### src/rtl/motor_pkg.sv
// ----------------------------------------------------------------------------
// motor_pkg
//   Shared encodings for the motor ramp controller: command opcodes carried on
//   cmd_op and the controller state encoding.
// ----------------------------------------------------------------------------
package motor_pkg;

    typedef enum logic [1:0] {
        OP_RUN   = 2'b00,
        OP_COAST = 2'b01,
        OP_BRAKE = 2'b10,
        OP_RSVD  = 2'b11
    } cmd_op_e;

    typedef enum logic [2:0] {
        ST_COAST = 3'd0,
        ST_RAMP  = 3'd1,
        ST_HOLD  = 3'd2,
        ST_DEAD  = 3'd3,
        ST_BRAKE = 3'd4
    } state_e;

endpackage

### src/rtl/ramp_tick_gen.sv
// ----------------------------------------------------------------------------
// ramp_tick_gen
//   Free-running divider that paces the ratio slew. The counter runs
//   0..TICK_DIV-1 and tick is high while it holds TICK_DIV-1.
// Ports
//   clk   in  system clock
//   rst   in  synchronous reset, active-high (counter returns to 0)
//   tick  out one-cycle pulse every TICK_DIV cycles
// ----------------------------------------------------------------------------
module ramp_tick_gen #(
    parameter int unsigned TICK_DIV = 1000
) (
    input  logic clk,
    input  logic rst,
    output logic tick
);

    localparam int unsigned CNT_W = (TICK_DIV > 1) ? $clog2(TICK_DIV) : 1;
    localparam logic [CNT_W-1:0] CNT_LAST = CNT_W'(TICK_DIV - 1);

    logic [CNT_W-1:0] cnt_q;
    logic [CNT_W-1:0] cnt_d;

    assign tick = (cnt_q == CNT_LAST);

    always_comb begin
        cnt_d = cnt_q + CNT_W'(1);
        if (tick) begin
            cnt_d = '0;
        end
    end

    always_ff @(posedge clk) begin
        if (rst) begin
            cnt_q <= '0;
        end else begin
            cnt_q <= cnt_d;
        end
    end

endmodule

### src/rtl/motor_ramp_ctrl.sv
// ----------------------------------------------------------------------------
// motor_ramp_ctrl
//   Command stage in front of the PWM generator. Accepts RUN/COAST/BRAKE
//   commands over valid/ready, slews ratio toward the target by STEP every
//   ramp tick, and forces a coast dead time before brake is asserted.
//   brake and coast are never high together.
//   Optional watchdog: define MOTOR_RAMP_WDT_EN to force COAST after WDT_CYC
//   cycles without an accepted command while in RAMP or HOLD.
// Ports
//   clk        in  system clock
//   rst        in  synchronous reset, active-high
//   cmd_valid  in  command present
//   cmd_ready  out command can be accepted (low only during dead time)
//   cmd_op     in  00 RUN, 01 COAST, 10 BRAKE, 11 reserved (consumed, no effect)
//   cmd_target in  RUN target ratio
//   ratio      out registered duty ratio
//   brake      out registered brake request
//   coast      out registered coast request
//   at_target  out ratio equals target while in HOLD, COAST or BRAKE
//   wdt_trip   out sticky watchdog flag (0 without MOTOR_RAMP_WDT_EN)
// ----------------------------------------------------------------------------
module motor_ramp_ctrl
    import motor_pkg::*;
#(
    parameter int unsigned W        = 15,
    parameter int unsigned TICK_DIV = 1000,
    parameter int unsigned STEP     = 16,
    parameter int unsigned DEAD_CYC = 64,
    parameter int unsigned WDT_CYC  = 2**20
) (
    input  logic         clk,
    input  logic         rst,
    input  logic         cmd_valid,
    output logic         cmd_ready,
    input  logic [1:0]   cmd_op,
    input  logic [W-1:0] cmd_target,
    output logic [W-1:0] ratio,
    output logic         brake,
    output logic         coast,
    output logic         at_target,
    output logic         wdt_trip
);

    if (TICK_DIV < 2 || STEP < 1 || DEAD_CYC < 1 || WDT_CYC < 1) begin : g_param_check
        $error("motor_ramp_ctrl: illegal parameter value");
    end

    localparam logic [W:0]  STEP_X    = (W+1)'(STEP);
    localparam int unsigned DC_W      = $clog2(DEAD_CYC + 1);
    localparam logic [DC_W-1:0] DEAD_LAST = DC_W'(DEAD_CYC - 1);

    logic tick;

    ramp_tick_gen #(
        .TICK_DIV (TICK_DIV)
    ) u_tick (
        .clk  (clk),
        .rst  (rst),
        .tick (tick)
    );

    state_e          state_q, state_d;
    logic [W-1:0]    ratio_q, ratio_d;
    logic [W-1:0]    tgt_q, tgt_d;
    logic            coast_q, coast_d;
    logic            brake_q, brake_d;
    logic            ready_q, ready_d;
    logic            at_tgt_q, at_tgt_d;
    logic [DC_W-1:0] dead_cnt_q, dead_cnt_d;

    logic            accept;
    cmd_op_e         op;
    logic [W:0]      ratio_x, tgt_x, diff_x;
    logic [W-1:0]    ratio_step;

`ifdef MOTOR_RAMP_WDT_EN
    localparam int unsigned WDT_W = $clog2(WDT_CYC + 1);
    localparam logic [WDT_W-1:0] WDT_LAST = WDT_W'(WDT_CYC - 1);

    logic [WDT_W-1:0] wdt_cnt_q, wdt_cnt_d;
    logic             wdt_trip_q, wdt_trip_d;

    assign wdt_trip = wdt_trip_q;
`else
    assign wdt_trip = 1'b0;
`endif

    assign accept    = cmd_valid && ready_q;
    assign op        = cmd_op_e'(cmd_op);
    assign cmd_ready = ready_q;
    assign ratio     = ratio_q;
    assign brake     = brake_q;
    assign coast     = coast_q;
    assign at_target = at_tgt_q;

    // One ramp step toward tgt in W+1 bits; a remaining distance of STEP or
    // less lands exactly on tgt, so the result can neither overshoot nor wrap.
    always_comb begin
        ratio_x = {1'b0, ratio_q};
        tgt_x   = {1'b0, tgt_q};
        if (tgt_x >= ratio_x) begin
            diff_x     = tgt_x - ratio_x;
            ratio_step = (diff_x <= STEP_X) ? tgt_q : W'(ratio_x + STEP_X);
        end else begin
            diff_x     = ratio_x - tgt_x;
            ratio_step = (diff_x <= STEP_X) ? tgt_q : W'(ratio_x - STEP_X);
        end
    end

    always_comb begin
        state_d    = state_q;
        ratio_d    = ratio_q;
        tgt_d      = tgt_q;
        dead_cnt_d = dead_cnt_q;
`ifdef MOTOR_RAMP_WDT_EN
        wdt_cnt_d  = wdt_cnt_q;
        wdt_trip_d = wdt_trip_q;
`endif

        case (state_q)
            ST_COAST: begin
                if (accept) begin
                    case (op)
                        OP_RUN: begin
                            if (cmd_target != '0) begin
                                state_d = ST_RAMP;
                                tgt_d   = cmd_target;
                            end
                        end
                        OP_BRAKE: begin
                            state_d    = ST_DEAD;
                            dead_cnt_d = '0;
                        end
                        default: ;
                    endcase
                end
            end

            ST_RAMP, ST_HOLD: begin
                // An accepted command takes priority over a coincident tick.
                if (accept) begin
                    case (op)
                        OP_RUN: begin
                            tgt_d = cmd_target;
                            if (state_q == ST_RAMP || cmd_target != tgt_q) begin
                                state_d = ST_RAMP;
                            end
                        end
                        OP_COAST: begin
                            state_d = ST_COAST;
                        end
                        OP_BRAKE: begin
                            state_d    = ST_DEAD;
                            dead_cnt_d = '0;
                        end
                        default: ;
                    endcase
                end else if (state_q == ST_RAMP && tick) begin
                    ratio_d = ratio_step;
                    if (ratio_step == tgt_q) begin
                        state_d = (tgt_q == '0) ? ST_COAST : ST_HOLD;
                    end
                end
            end

            ST_DEAD: begin
                if (dead_cnt_q == DEAD_LAST) begin
                    state_d = ST_BRAKE;
                end else begin
                    dead_cnt_d = dead_cnt_q + DC_W'(1);
                end
            end

            ST_BRAKE: begin
                if (accept) begin
                    case (op)
                        OP_RUN: begin
                            if (cmd_target != '0) begin
                                state_d = ST_RAMP;
                                tgt_d   = cmd_target;
                            end
                        end
                        OP_COAST: begin
                            state_d = ST_COAST;
                        end
                        default: ;
                    endcase
                end
            end

            default: begin
                state_d = ST_COAST;
            end
        endcase

`ifdef MOTOR_RAMP_WDT_EN
        if (accept) begin
            wdt_cnt_d  = '0;
            wdt_trip_d = 1'b0;
        end else if (state_q == ST_RAMP || state_q == ST_HOLD) begin
            if (wdt_cnt_q == WDT_LAST) begin
                state_d    = ST_COAST;
                wdt_trip_d = 1'b1;
                wdt_cnt_d  = '0;
            end else begin
                wdt_cnt_d = wdt_cnt_q + WDT_W'(1);
            end
        end
`endif

        // Outside RAMP/HOLD the output stage is idle: ratio and target are 0.
        if (state_d == ST_COAST || state_d == ST_DEAD || state_d == ST_BRAKE) begin
            ratio_d = '0;
            tgt_d   = '0;
        end

        coast_d  = (state_d == ST_COAST) || (state_d == ST_DEAD);
        brake_d  = (state_d == ST_BRAKE);
        ready_d  = (state_d != ST_DEAD);
        at_tgt_d = (ratio_d == tgt_d) &&
                   (state_d == ST_HOLD || state_d == ST_COAST || state_d == ST_BRAKE);
    end

    always_ff @(posedge clk) begin
        if (rst) begin
            state_q    <= ST_COAST;
            ratio_q    <= '0;
            tgt_q      <= '0;
            coast_q    <= 1'b1;
            brake_q    <= 1'b0;
            ready_q    <= 1'b1;
            at_tgt_q   <= 1'b1;
            dead_cnt_q <= '0;
        end else begin
            state_q    <= state_d;
            ratio_q    <= ratio_d;
            tgt_q      <= tgt_d;
            coast_q    <= coast_d;
            brake_q    <= brake_d;
            ready_q    <= ready_d;
            at_tgt_q   <= at_tgt_d;
            dead_cnt_q <= dead_cnt_d;
        end
    end

`ifdef MOTOR_RAMP_WDT_EN
    always_ff @(posedge clk) begin
        if (rst) begin
            wdt_cnt_q  <= '0;
            wdt_trip_q <= 1'b0;
        end else begin
            wdt_cnt_q  <= wdt_cnt_d;
            wdt_trip_q <= wdt_trip_d;
        end
    end
`endif

endmodule
### config.mk
export PLATFORM = sky130hd
export DESIGN_NAME = motor_ramp_ctrl
export DESIGN_NICKNAME = d
export VERILOG_FILES = /design/src/rtl/motor_pkg.sv /design/src/rtl/ramp_tick_gen.sv /design/src/rtl/motor_ramp_ctrl.sv
export SDC_FILE = /design/constraint.sdc
export NUM_CORES = 1
export LEC_CHECK = 0
export BUFFER_PORTS_ARGS = -buffer_cell sky130_fd_sc_hd__buf_2
export CAP_MARGIN = 20
export CELL_PAD_IN_SITES_DETAIL_PLACEMENT = 0
export CELL_PAD_IN_SITES_GLOBAL_PLACEMENT = 1
export CORE_ASPECT_RATIO = 0.8
export CORE_MARGIN = 5
export CORE_UTILIZATION = 35
export CTS_BUF_LIST = sky130_fd_sc_hd__clkbuf_4 sky130_fd_sc_hd__clkbuf_8
export DETAILED_ROUTE_END_ITERATION = 7
export HOLD_SLACK_MARGIN = 0.08
export PLACE_DENSITY_LB_ADDON = 0.15
export REMOVE_ABC_BUFFERS = 1
export SLEW_MARGIN = 40
export SYNTH_ARGS = -nofsm -noshare
export SYNTH_HDL_FRONTEND = slang
export SYNTH_SLANG_ARGS = --single-unit
### constraint.sdc
create_clock -name clk -period 6 [get_ports clk]
set_clock_uncertainty 0.1 [all_clocks]
set_input_delay 1.2 -clock clk [delete_from_list [all_inputs] [get_ports clk]]
set_output_delay 1.2 -clock clk [all_outputs]
set_load 0.005 [all_outputs]
==> summary.md, run 1 <==
| Metric | Value |
|---|---|
| Outcome | `complete, no violations` |
| Worst-path clk slew | `approximately 0.11 ns` |
| Sequential element share of the synthesized area | `between 15 and 20%` |
| CTS tree | `built` |
| First-pass GRT wire length | `between 30000 and 40000 um` |
| Synthesized area per cell | `a little over 7 um^2` |
| F_max | `between 0.15 and 0.2 GHz` |
| Die Y | `123 um` |
| Synthesized flop and latch total | `between 50 and 60` |
| RSZ-0062 raised after global routing | `false` |
| Cell Area, Synth | `0.00559 mm^2` |
| CTS H-Tree Depth | `2` |
| Fill cell count | `1701` |
| Clk root buf | `clkbuf_8` |
| Reg-to-Reg Start | `ratio[9]` |
| Routed WL | `19900 um` |
| Async SR Flop Fraction | `0%` |
| Core footprint | `0.0157 mm^2` |
| Crit-path cells | `inv_1, ha_1, nand4_1, a2111o_1, and4_1, a2111oi_1, o2111a_1, nor2_2, mux4_2, a211oi_4, xnor2_1, nand4_1, a221oi_1, a311o_1` |
| Maxcap violations | `0` |
| YS warnings | `0` |
| Crit end category | `flop` |
| Crit path launch type | `flop` |
| Final ANT Viol Nets | `0` |
| Area after DPL | `approximately 0.0059 mm^2` |
| Worst Hold Launch | `dead_cnt_q[6]` |
| Worst-Margin Slew | `0.690 ns` |
| Post-CTS Setup Bufs | `0` |
| Synth cell types | `77` |
| Peak supply drop | `81.9 uV` |
| Post-synth EDFFs | `0` |
| Final core occ | `about two fifths` |
| Via density | `5.80` |
| Crit path max fanout | `15` |
| Die X | `151 um` |
| Starting Density | `35.6%` |
| Static leakage | `2.45 nW` |
| Final #Nets | `around 840` |
| Antenna cells | `0` |
| Crit-path most repeated cell | `nand4_1` |
| Antenna violations before repair | `0` |
| Hold_ws | `0.350 ns` |
| CTS Sinks | `54` |
| Detail Placement HPWL | `15700 um` |
| Pwr Density | `162 mW/mm^2` |
| Cts hold-fix bufs | `0` |
| Final setup vio count | `0` |
| Initial drt markers | `606` |
| Row count | `about 40` |
| Final Max Tran Viols | `0` |
| Number of CTS-inserted buffers | `5` |
| # port buffers | `38` |
| Clk buf depth | `2` |
| CTS resizes | `0` |
| GRT overflow | `0` |
| Tightest Hold Check Type | `flop to flop` |
| Drc violations | `0` |
| Synth Flop Type | `dfxtp_1` |
| Clk_lat worst skew | `0.32 ns` |
| Final period util | `a little over nine tenths` |
| Vias in the first global route | `between 5000 and 6000` |
| Mapped Cells | `774` |
| Worst Path Arrival | `5.88 ns` |
| Drt first pass iters | `5` |
| Area growth syn-to-layout | `8.06%` |
| CP max stage delay | `0.69 ns` |
| Tmin final | `about 5.7 ns` |
| Post-route cell area | `0.00604 mm^2` |
| GPL Wtd Cong | `about 0.9` |
| Share of layout cells above drive strength 1 | `9.43%` |
| I/O Pins | `40` |
| Max-slew headroom | `53.5%` |
| Crit path required time | `~6.2 ns` |
| Pin count of the biggest net entering global routing | `32` |
| Final-report hold violation count | `0` |
| Critical-path top delay cell | `ha_1` |
| GR Util All Layers | `21.1%` |
| Die area | `0.0186 mm^2` |
| Via Count | `a little under 6000` |
| Crit path from | `ratio[9]` |
| Setup TNS | `0 ns` |
| Wire per inst | `between 15 and 20 um` |
| WS Path Type | `flop to flop` |
==> metal layers <==
layer  vias to the layer above  track usage (%)  routed length, um
li1                       2813                -                  -
met1                      2767             33.3              10300
met2                       205             28.6               7850
met3                        18             5.35               1530
met4                         0             3.57                208
met5                         -                0                  0
==> final cells by class <==
class / count / area, um^2 / share of cell area, %
timing repair buffer: 46 / 250 / 4.15
clock buffer: 6 / 76.3 / 1.26
clock inverter: 2 / 37.5 / 0.622
tap: 215 / 269 / 4.46
inverter: 43 / 161 / 2.67
sequential: 54 / 1080 / 17.9
multi-input combinational: 634 / 4160 / 68.9
==> synthesized netlist by cell type, drive strengths merged (6+ instances only) <==
master    n  area, um^2
xor2     32         280
nand2b    6        37.5
inv      43         161
and3     10        62.6
o21ai    34         170
clkbuf   29         109
nand2    54         203
nor4     19         140
a21o     14         105
ha       34         425
nand4    10        62.6
nor2    103         387
nand3    37         185
dfxtp    54        1080
nor3     25         130
a211oi   11        95.1
a31oi    11        68.8
buf      14        97.6
mux2i     6        60.1
or3       6        37.5
o211ai   10        80.1
a21oi    72         372
xnor2    53         464
==> cell usage in the layout, fill, tap and decap left out, types with 6 or more instances in the layout <==
cell type	synthesis	layout
a211oi_1	10	10
a21o_1	14	14
a21oi_1	69	69
a31oi_1	11	11
and3_1	10	10
buf_2	3	38
buf_4	7	8
dfxtp_1	54	54
ha_1	34	34
inv_1	42	42
mux2i_1	6	6
nand2_1	54	54
nand2b_1	6	6
nand3_1	37	37
nand4_1	10	10
nor2_1	103	102
nor3_1	24	23
nor4_1	17	17
o211ai_1	9	9
o21ai_0	22	22
o21ai_1	12	12
or3_1	6	6
xnor2_1	53	53
xor2_1	32	32
==> cell families after synthesis <==
logic type                 Yosys count  share of synthesized area [%]
AOI/OAI and AO/OA                  216                           26.4
xor gates and xnor gates            85                           13.3
adders and majority gates           34                           7.62
buffers and inverters               86                           6.59
DFF                                 54                           19.4
muxes                                7                           1.48
other                                1                         0.0671
and+or+nand+nor                    291                           25.2
==> stage by stage <==
step	setup slack [ns]	total power, mW	std cells
6_report	0.292	0.978	1000
5_1_grt	0.0369	1.02	1000
4_1_cts	0.437	0.974	1000
3_5_place_dp	0.469	0.713	992
3_3_place_gp	0.294	0.710	992
2_1_floorplan	1.44	0.599	731
==> registers in the layout, summed over array words and instances (netlist names) <==
signal	flops
cmd_ready	1
tgt_q	15
brake	1
coast	1
ratio	15
at_target	1
dead_cnt_q	7
state_q	3
u_tick.cnt_q	10
==> path summary, 6_finish.rpt <==
check,endpoint,slack [ns],cells past startpoint
setup reg to reg,at_target,0.29,14
setup / recovery,at_target,0.29,14
hold / removal,dead_cnt_q[6],0.35,2
hold reg to reg,dead_cnt_q[6],0.35,2
==> critical path: cells and delay by family (launching register included) <==
family	cells	cell delay (ns)
buffers and inverters	1	0.20
multiplexers	1	0.54
adder cells (fa/ha/maj)	1	0.69
flip-flops	1	0.62
AO/OA/AOI/OAI	6	2.30
AND/OR/NAND/NOR	4	1.02
XOR/XNOR	1	0.17
==> power by group <==
| part | switching [mW] | internal (mW) | total (mW) |
|---|---|---|---|
| registers | 0.0109 | 0.365 | 0.376 |
| logic | 0.228 | 0.113 | 0.340 |
| clock network | 0.132 | 0.129 | 0.261 |
Note: power is estimated with default switching activity, not from simulation.
==> run 2, diff against run 1 <==
--- a/config.mk
+++ b/config.mk
@@ -5,15 +5,17 @@
 export SDC_FILE = /design/constraint.sdc
 export NUM_CORES = 1
 export LEC_CHECK = 0
+export ABC_AREA = 1
 export BUFFER_PORTS_ARGS = -buffer_cell sky130_fd_sc_hd__buf_2
 export CAP_MARGIN = 20
 export CELL_PAD_IN_SITES_DETAIL_PLACEMENT = 0
 export CELL_PAD_IN_SITES_GLOBAL_PLACEMENT = 1
 export CORE_ASPECT_RATIO = 0.8
-export CORE_MARGIN = 5
+export CORE_MARGIN = 1
 export CORE_UTILIZATION = 35
 export CTS_BUF_LIST = sky130_fd_sc_hd__clkbuf_4 sky130_fd_sc_hd__clkbuf_8
 export DETAILED_ROUTE_END_ITERATION = 7
+export GPL_ROUTABILITY_DRIVEN = 0
 export HOLD_SLACK_MARGIN = 0.08
 export PLACE_DENSITY_LB_ADDON = 0.15
 export REMOVE_ABC_BUFFERS = 1
==> summary.md, run 2 <==
| Metric | Value |
|---|---|
| Most common cell after layout, fill and taps aside | `nand2_1` |
| Synthesized area per cell | `5.50 um^2 (-24%)` |
| Antenna violations before repair | `0 (unchanged)` |
| Pin count of the biggest net entering global routing | `37 (+16%)` |
| Drc violations | `0 (unchanged)` |
| Static leakage | `3.89 nW (+59%)` |
| Final setup vio count | `0 (unchanged)` |
| Final Max Tran Viols | `0 (unchanged)` |
| Maxcap violations | `0 (unchanged)` |
| Peak supply drop | `83.9 uV (+2.5%)` |
| Synth Flop Type | `dfxtp_1` |
| WS Path Type | `flop to flop` |
| Final core occ | `38.7% (+0.22 points)` |
| Crit end category | `flop` |
| CTS H-Tree Depth | `2 (unchanged)` |
| Post-synth EDFFs | `0 (unchanged)` |
| Top-area cell type share of the netlist area | `21.1% (+1.7 points)` |
| Yosys top cell by area | `nand2_1` |
| Die area | `0.0204 mm^2 (+9.5%)` |
| Crit-path most repeated cell | `nand2_1` |
| Setup TNS | `0 ns (unchanged)` |
| Total power | `1.42 mW (+46%)` |
| Area growth syn-to-layout | `7.11%` |
| Psw | `0.733 mW (+98%)` |
| Outcome | `complete, no violations` |
| Vias in the first global route | `7186 (+36%)` |
| Row count | `45 (+9.8%)` |
| YS warnings | `0 (unchanged)` |
| Antenna cells | `0 (unchanged)` |
| Final ANT Viol Nets | `0 (unchanged)` |
| Worst Path Arrival | `5.52 ns (-0.36 ns)` |
| Synth cell types | `45 (-42%)` |
| Number of CTS-inserted buffers | `5 (unchanged)` |
| Final-report hold violation count | `0 (unchanged)` |
| Net Sw Frac | `51.5% (+14 points)` |
| Via density | `5.21 (-10%)` |
| Async SR Flop Fraction | `0% (unchanged)` |
| CTS tree | `built` |
| Sequential element share of the synthesized area | `15.6% (-3.8 points)` |
| Critical-path top delay cell | `ha_1` |
| Final period util | `89.0% (-6.1 points)` |
| Routed WL | `25700 um (+30%)` |
| Core footprint | `0.0192 mm^2 (+22%)` |
| F_max | `0.187 GHz (+6.8%)` |
| CP max stage delay | `0.55 ns (-0.14 ns)` |
| Share of layout cells above drive strength 1 | `9.65% (+0.22 points)` |
| Synthesized flop and latch total | `54 (unchanged)` |
| Clock power frac | `16.5% (-10 points)` |
| Via Count | `7992 (+38%)` |
| Crit path required time | `6.17 ns (about the same)` |
| Most frequent cells in the layout | `nand2_1 (389), inv_1 (188), nand3_1 (184)` |
| Hold_ws | `0.354 ns (+0.00353 ns)` |
| Worst-Margin Slew | `0.794 ns (+0.103 ns)` |
| Comb power frac | `57.2% (+22 points)` |
| RSZ-0062 raised after global routing | `false` |
| Synth top cells by count | `nand2_1 (389), inv_1 (189), nand3_1 (184)` |
| Clk_lat worst skew | `0.33 ns (about the same)` |
| GRT overflow | `0 (unchanged)` |
| Most common cell in the netlist | `nand2_1` |
| GR Util All Layers | `25.2% (+4.1 points)` |
| Int Pwr | `0.690 mW (+14%)` |
| Sequential Power Share | `26.3% (-12 points)` |
| Drt first pass iters | `6 (+1)` |
| Clk buf depth | `2 (unchanged)` |
| Fill cell count | `2178 (+28%)` |
| First-pass GRT wire length | `40600 um (+33%)` |
| Post-CTS Setup Bufs | `0 (unchanged)` |
| Initial drt markers | `790 (+30%)` |
| I/O Pins | `40 (unchanged)` |
| CTS Sinks | `54 (unchanged)` |
| Mapped Cells | `1261 (+63%)` |
| Non-Filler Instances | `1533 (+53%)` |
| Starting Density | `36.1% (+0.52 points)` |
| Crit path launch type | `flop` |
| Die X | `159 um (+5.4%)` |
| Cell Area, Synth | `0.00693 mm^2 (+24%)` |
| Placed instance count | `1525 (+54%)` |
| Tmin final | `5.34 ns (-0.365 ns)` |
| Wire per inst | `16.8 um (-16%)` |
| Clk root buf | `clkbuf_8` |
| Pwr Density | `192 mW/mm^2 (+18%)` |
| CTS resizes | `0 (unchanged)` |
| Crit path max fanout | `30 (+15)` |
| Worst-path clk slew | `0.12 ns (about the same)` |
| Tightest Hold Check Type | `flop to flop` |
| Max-slew headroom | `46.8% (-6.8 points)` |
| # port buffers | `38 (unchanged)` |
| Die Y | `128 um (+4.0%)` |
| Detail Placement HPWL | `20500 um (+31%)` |
| Synth top area cells | `nand2_1 (21%), dfxtp_1 (16%), nand3_1 (13%)` |
| Cts hold-fix bufs | `0 (unchanged)` |
| Final #Nets | `1328 (+58%)` |
==> run 2: power by group through the flow <==
stage	Combinational (mW)	Clock, mW	Sequential [mW]
after floorplan	0.525	0	0.382
after global placement	0.796	0	0.383
after detailed placement	0.791	0	0.383
after CTS	0.793	0.242	0.375
after global routing	0.903	0.254	0.376
final	0.814	0.234	0.375
==> run 2: layer usage <==
layer	vias to the layer above	track usage [%]	share of wire (%)
met5	-	0	0
met4	0	4.58	1.2
met3	22	3.79	7.9
met2	311	35.8	39
met1	3610	39.4	52
li1	4049	-	-
==> run 2: per-stage QoR <==
step                setup slack, ns  instance area (um^2)
floorplan                      1.21                  6680
global placement              0.799                  7320
detailed placement            0.792                  7330
CTS                           0.766                  7420
global route                  0.188                  7420
finish                        0.658                  7420
==> run 2: final cells by class <==
type | count | area [um^2] | area share (%)
Clock buffer | 6 | 82.6 | 1.11
Multi-Input combinational cell | 955 | 4850 | 65.3
Tap cell | 258 | 323 | 4.35
Clock inverter | 2 | 16.3 | 0.219
Timing Repair Buffer | 54 | 310 | 4.18
Sequential cell | 54 | 1080 | 14.6
Inverter | 204 | 766 | 10.3
==> run 2: logic make-up after synthesis <==
family,synth area share [%]
and+or+nand+nor,52.7
buffers and inverters,14.7
xor gates and xnor gates,3.79
other,0.0541
adders and majority gates,6.14
AOI/OAI and AO/OA,7.09
DFF,15.6
==> run 2: critical path: cells and delay by family (launching register included) <==
| family | cells | cell delay, ns |
|---|---|---|
| simple gates | 21 | 2.81 |
| buf+inv | 4 | 1.04 |
| fa+ha+maj | 1 | 0.55 |
| flops | 1 | 0.44 |
| compound gates | 2 | 0.35 |
==> run 2: worst paths after layout <==
kind | start | end | slack, ns | cells after the start
hold / removal | u_tick.cnt_q[0] | u_tick.cnt_q[0] | 0.35 | 1
setup reg to reg | ratio[11] | at_target | 0.66 | 28
hold reg to reg | u_tick.cnt_q[0] | u_tick.cnt_q[0] | 0.35 | 1
setup / recovery | ratio[11] | at_target | 0.66 | 28
==> run 3, diff against run 2 <==
--- a/config.mk
+++ b/config.mk
@@ -18,6 +18,7 @@
 export GPL_ROUTABILITY_DRIVEN = 0
 export HOLD_SLACK_MARGIN = 0.08
 export PLACE_DENSITY_LB_ADDON = 0.15
+export RECOVER_POWER = 25
 export REMOVE_ABC_BUFFERS = 1
 export SLEW_MARGIN = 40
 export SYNTH_ARGS = -nofsm -noshare
==> summary.md, run 3 (synthesis gave the netlist of run 2 again) <==
| Metric | Value |
|---|---|
| Pwr Density | `192 mW/mm^2 (about the same)` |
| Via density | `5.21 (about the same)` |
| CTS Sinks | `54 (unchanged)` |
| Max-slew headroom | `-16.5% (-63 points)` |
| Vias in the first global route | `7186 (unchanged)` |
| Setup TNS | `0 ns (unchanged)` |
| Wire per inst | `16.8 um (about the same)` |
| Crit path required time | `6.17 ns (about the same)` |
| First-pass GRT wire length | `40600 um (unchanged)` |
| Drc violations | `0 (unchanged)` |
| CTS H-Tree Depth | `2 (unchanged)` |
| Via Count | `7985 (-0.088%)` |
| F_max | `0.189 GHz (+0.81%)` |
| Cell family with most CP delay | `simple AND/OR/NAND/NOR gates` |
| Final ANT Viol Nets | `0 (unchanged)` |
| Tmin final | `5.30 ns (-0.0429 ns)` |
| Reg-to-Reg Start | `ratio[4]` |
| CTS resizes | `0 (unchanged)` |
| Routed WL | `25700 um (about the same)` |
| Cts hold-fix bufs | `0 (unchanged)` |
| Path depth of the worst reg2reg path | `33 (+18%)` |
| Die X | `159 um (unchanged)` |
| Static leakage | `3.85 nW (-0.94%)` |
| Outcome | `finished, violations left` |
| Failing checks | `max-capacitance violations, max-slew violations` |
| Row count | `45 (unchanged)` |
| Tightest Hold Check Type | `flop to flop` |
| Hold Path Sink | `u_tick.cnt_q[0]` |
| Final Max Tran Viols | `37 (+37)` |
| Post-route cell area | `0.00741 mm^2 (-0.24%)` |
| Pin count of the biggest net entering global routing | `37 (unchanged)` |
| RSZ-0062 raised after global routing | `false` |
| Non-Filler Instances | `1533 (unchanged)` |
| Total power | `1.42 mW (-0.15%)` |
| Final core occ | `38.6% (-0.091 points)` |
| Crit path launch type | `flop` |
| Most frequent cells in the layout | `nand2_1 (389), inv_1 (188), nand3_1 (184)` |
| Worst-path clk slew | `0.11 ns (about the same)` |
| Worst Path Arrival | `5.47 ns (-0.05 ns)` |
| Worst-Margin Slew | `1.75 ns (+0.954 ns)` |
| Peak supply drop | `82.5 uV (-1.7%)` |
| Share of layout cells above drive strength 1 | `8.86% (-0.78 points)` |
| GRT overflow | `0 (unchanged)` |
| Antenna cells | `0 (unchanged)` |
| Clk root buf | `clkbuf_8` |
| Hold Path Stages | `1 (unchanged)` |
| CP max stage delay | `0.54 ns (about the same)` |
| I/O Pins | `40 (unchanged)` |
| Number of CTS-inserted buffers | `5 (unchanged)` |
| Worst Hold Launch | `u_tick.cnt_q[0]` |
| Die area | `0.0204 mm^2 (unchanged)` |
| Crit path max fanout | `30 (unchanged)` |
| Critical-path top delay cell | `ha_1` |
| Clk_lat worst skew | `0.33 ns (about the same)` |
| Final setup vio count | `0 (unchanged)` |
| Clk buf depth | `2 (unchanged)` |
| CP bufs+invs | `2 (-2)` |
| Final-report hold violation count | `0 (unchanged)` |
| Core footprint | `0.0192 mm^2 (unchanged)` |
| Placed instance count | `1525 (unchanged)` |
| Crit end category | `flop` |
| Pre-CTS WS | `0.792 ns (unchanged)` |
| Hold_ws | `0.353 ns (-0.000240 ns)` |
| Area after DPL | `0.00733 mm^2 (unchanged)` |
| Antenna violations before repair | `0 (unchanged)` |
| Die Y | `128 um (unchanged)` |
| Initial drt markers | `854 (+8.1%)` |
| Final period util | `88.3% (-0.72 points)` |
| Final #Nets | `1328 (unchanged)` |
| Post-CTS Setup Bufs | `0 (unchanged)` |
| # port buffers | `38 (unchanged)` |
| WS Path Type | `flop to flop` |
| Crit-path most repeated cell | `nand2_1` |
| Detail Placement HPWL | `20500 um (unchanged)` |
| Starting Density | `36.1% (unchanged)` |
| Drt first pass iters | `5 (-1)` |
| Most common cell after layout, fill and taps aside | `nand2_1` |
| Reg2reg setup slack | `0.70 ns (+0.04 ns)` |
| Area growth syn-to-layout | `6.86%` |
| Worst R2R End | `at_target` |
| GR Util All Layers | `25.2% (unchanged)` |
| CTS tree | `built` |
| Maxcap violations | `1 (+1)` |
| Final WS setup | `0.701 ns (+0.0429 ns)` |
run 3: how the worst max path moves through the flow:
stage                 to  slack, ns      from  cells after the start
6_report       at_target       0.70  ratio[4]                     33
2_1_floorplan  tgt_q[14]       1.21  ratio[6]                     27
4_1_cts        at_target       0.77  ratio[4]                     33
3_5_place_dp   at_target       0.79  ratio[4]                     33
3_3_place_gp   at_target       0.80  ratio[4]                     31
5_1_grt        at_target       0.18  ratio[4]                     31
run 3: power breakdown:
| group | total (mW) | switching (mW) | leakage, nW | internal, mW |
|---|---|---|---|---|
| Sequential | 0.375 | 0.00811 | 0.437 | 0.367 |
| Clock | 0.236 | 0.140 | 0.0478 | 0.0956 |
| Combinational | 0.810 | 0.583 | 3.37 | 0.227 |
| Total | 1.42 | 0.731 | 3.85 | 0.689 |
run 3: final cells by class:
class | instances | area [um^2]
clock inverter | 2 | 16.3
fill | 2183 | 11800
tap | 258 | 323
multi-input combinational | 955 | 4850
timing repair buffer | 54 | 293
clock buffer | 6 | 82.6
inverter | 204 | 766
sequential | 54 | 1080
run 3: layer usage:
layer	vias to the layer above	track usage (%)	wire length, um
met5	-	0	0
met4	0	4.58	231
met3	19	3.79	2060
met2	312	35.8	10100
met1	3601	39.4	13300
li1	4053	-	-
run 3: worst reg2reg max path, delay by kind of cell, from the launching register on:
kind,cells,cell delay [ns]
DFF,1,0.53
AOI/OAI and AO/OA,2,0.33
buffers and inverters,2,0.48
adders and majority gates,1,0.54
and+or+nand+nor,28,3.27
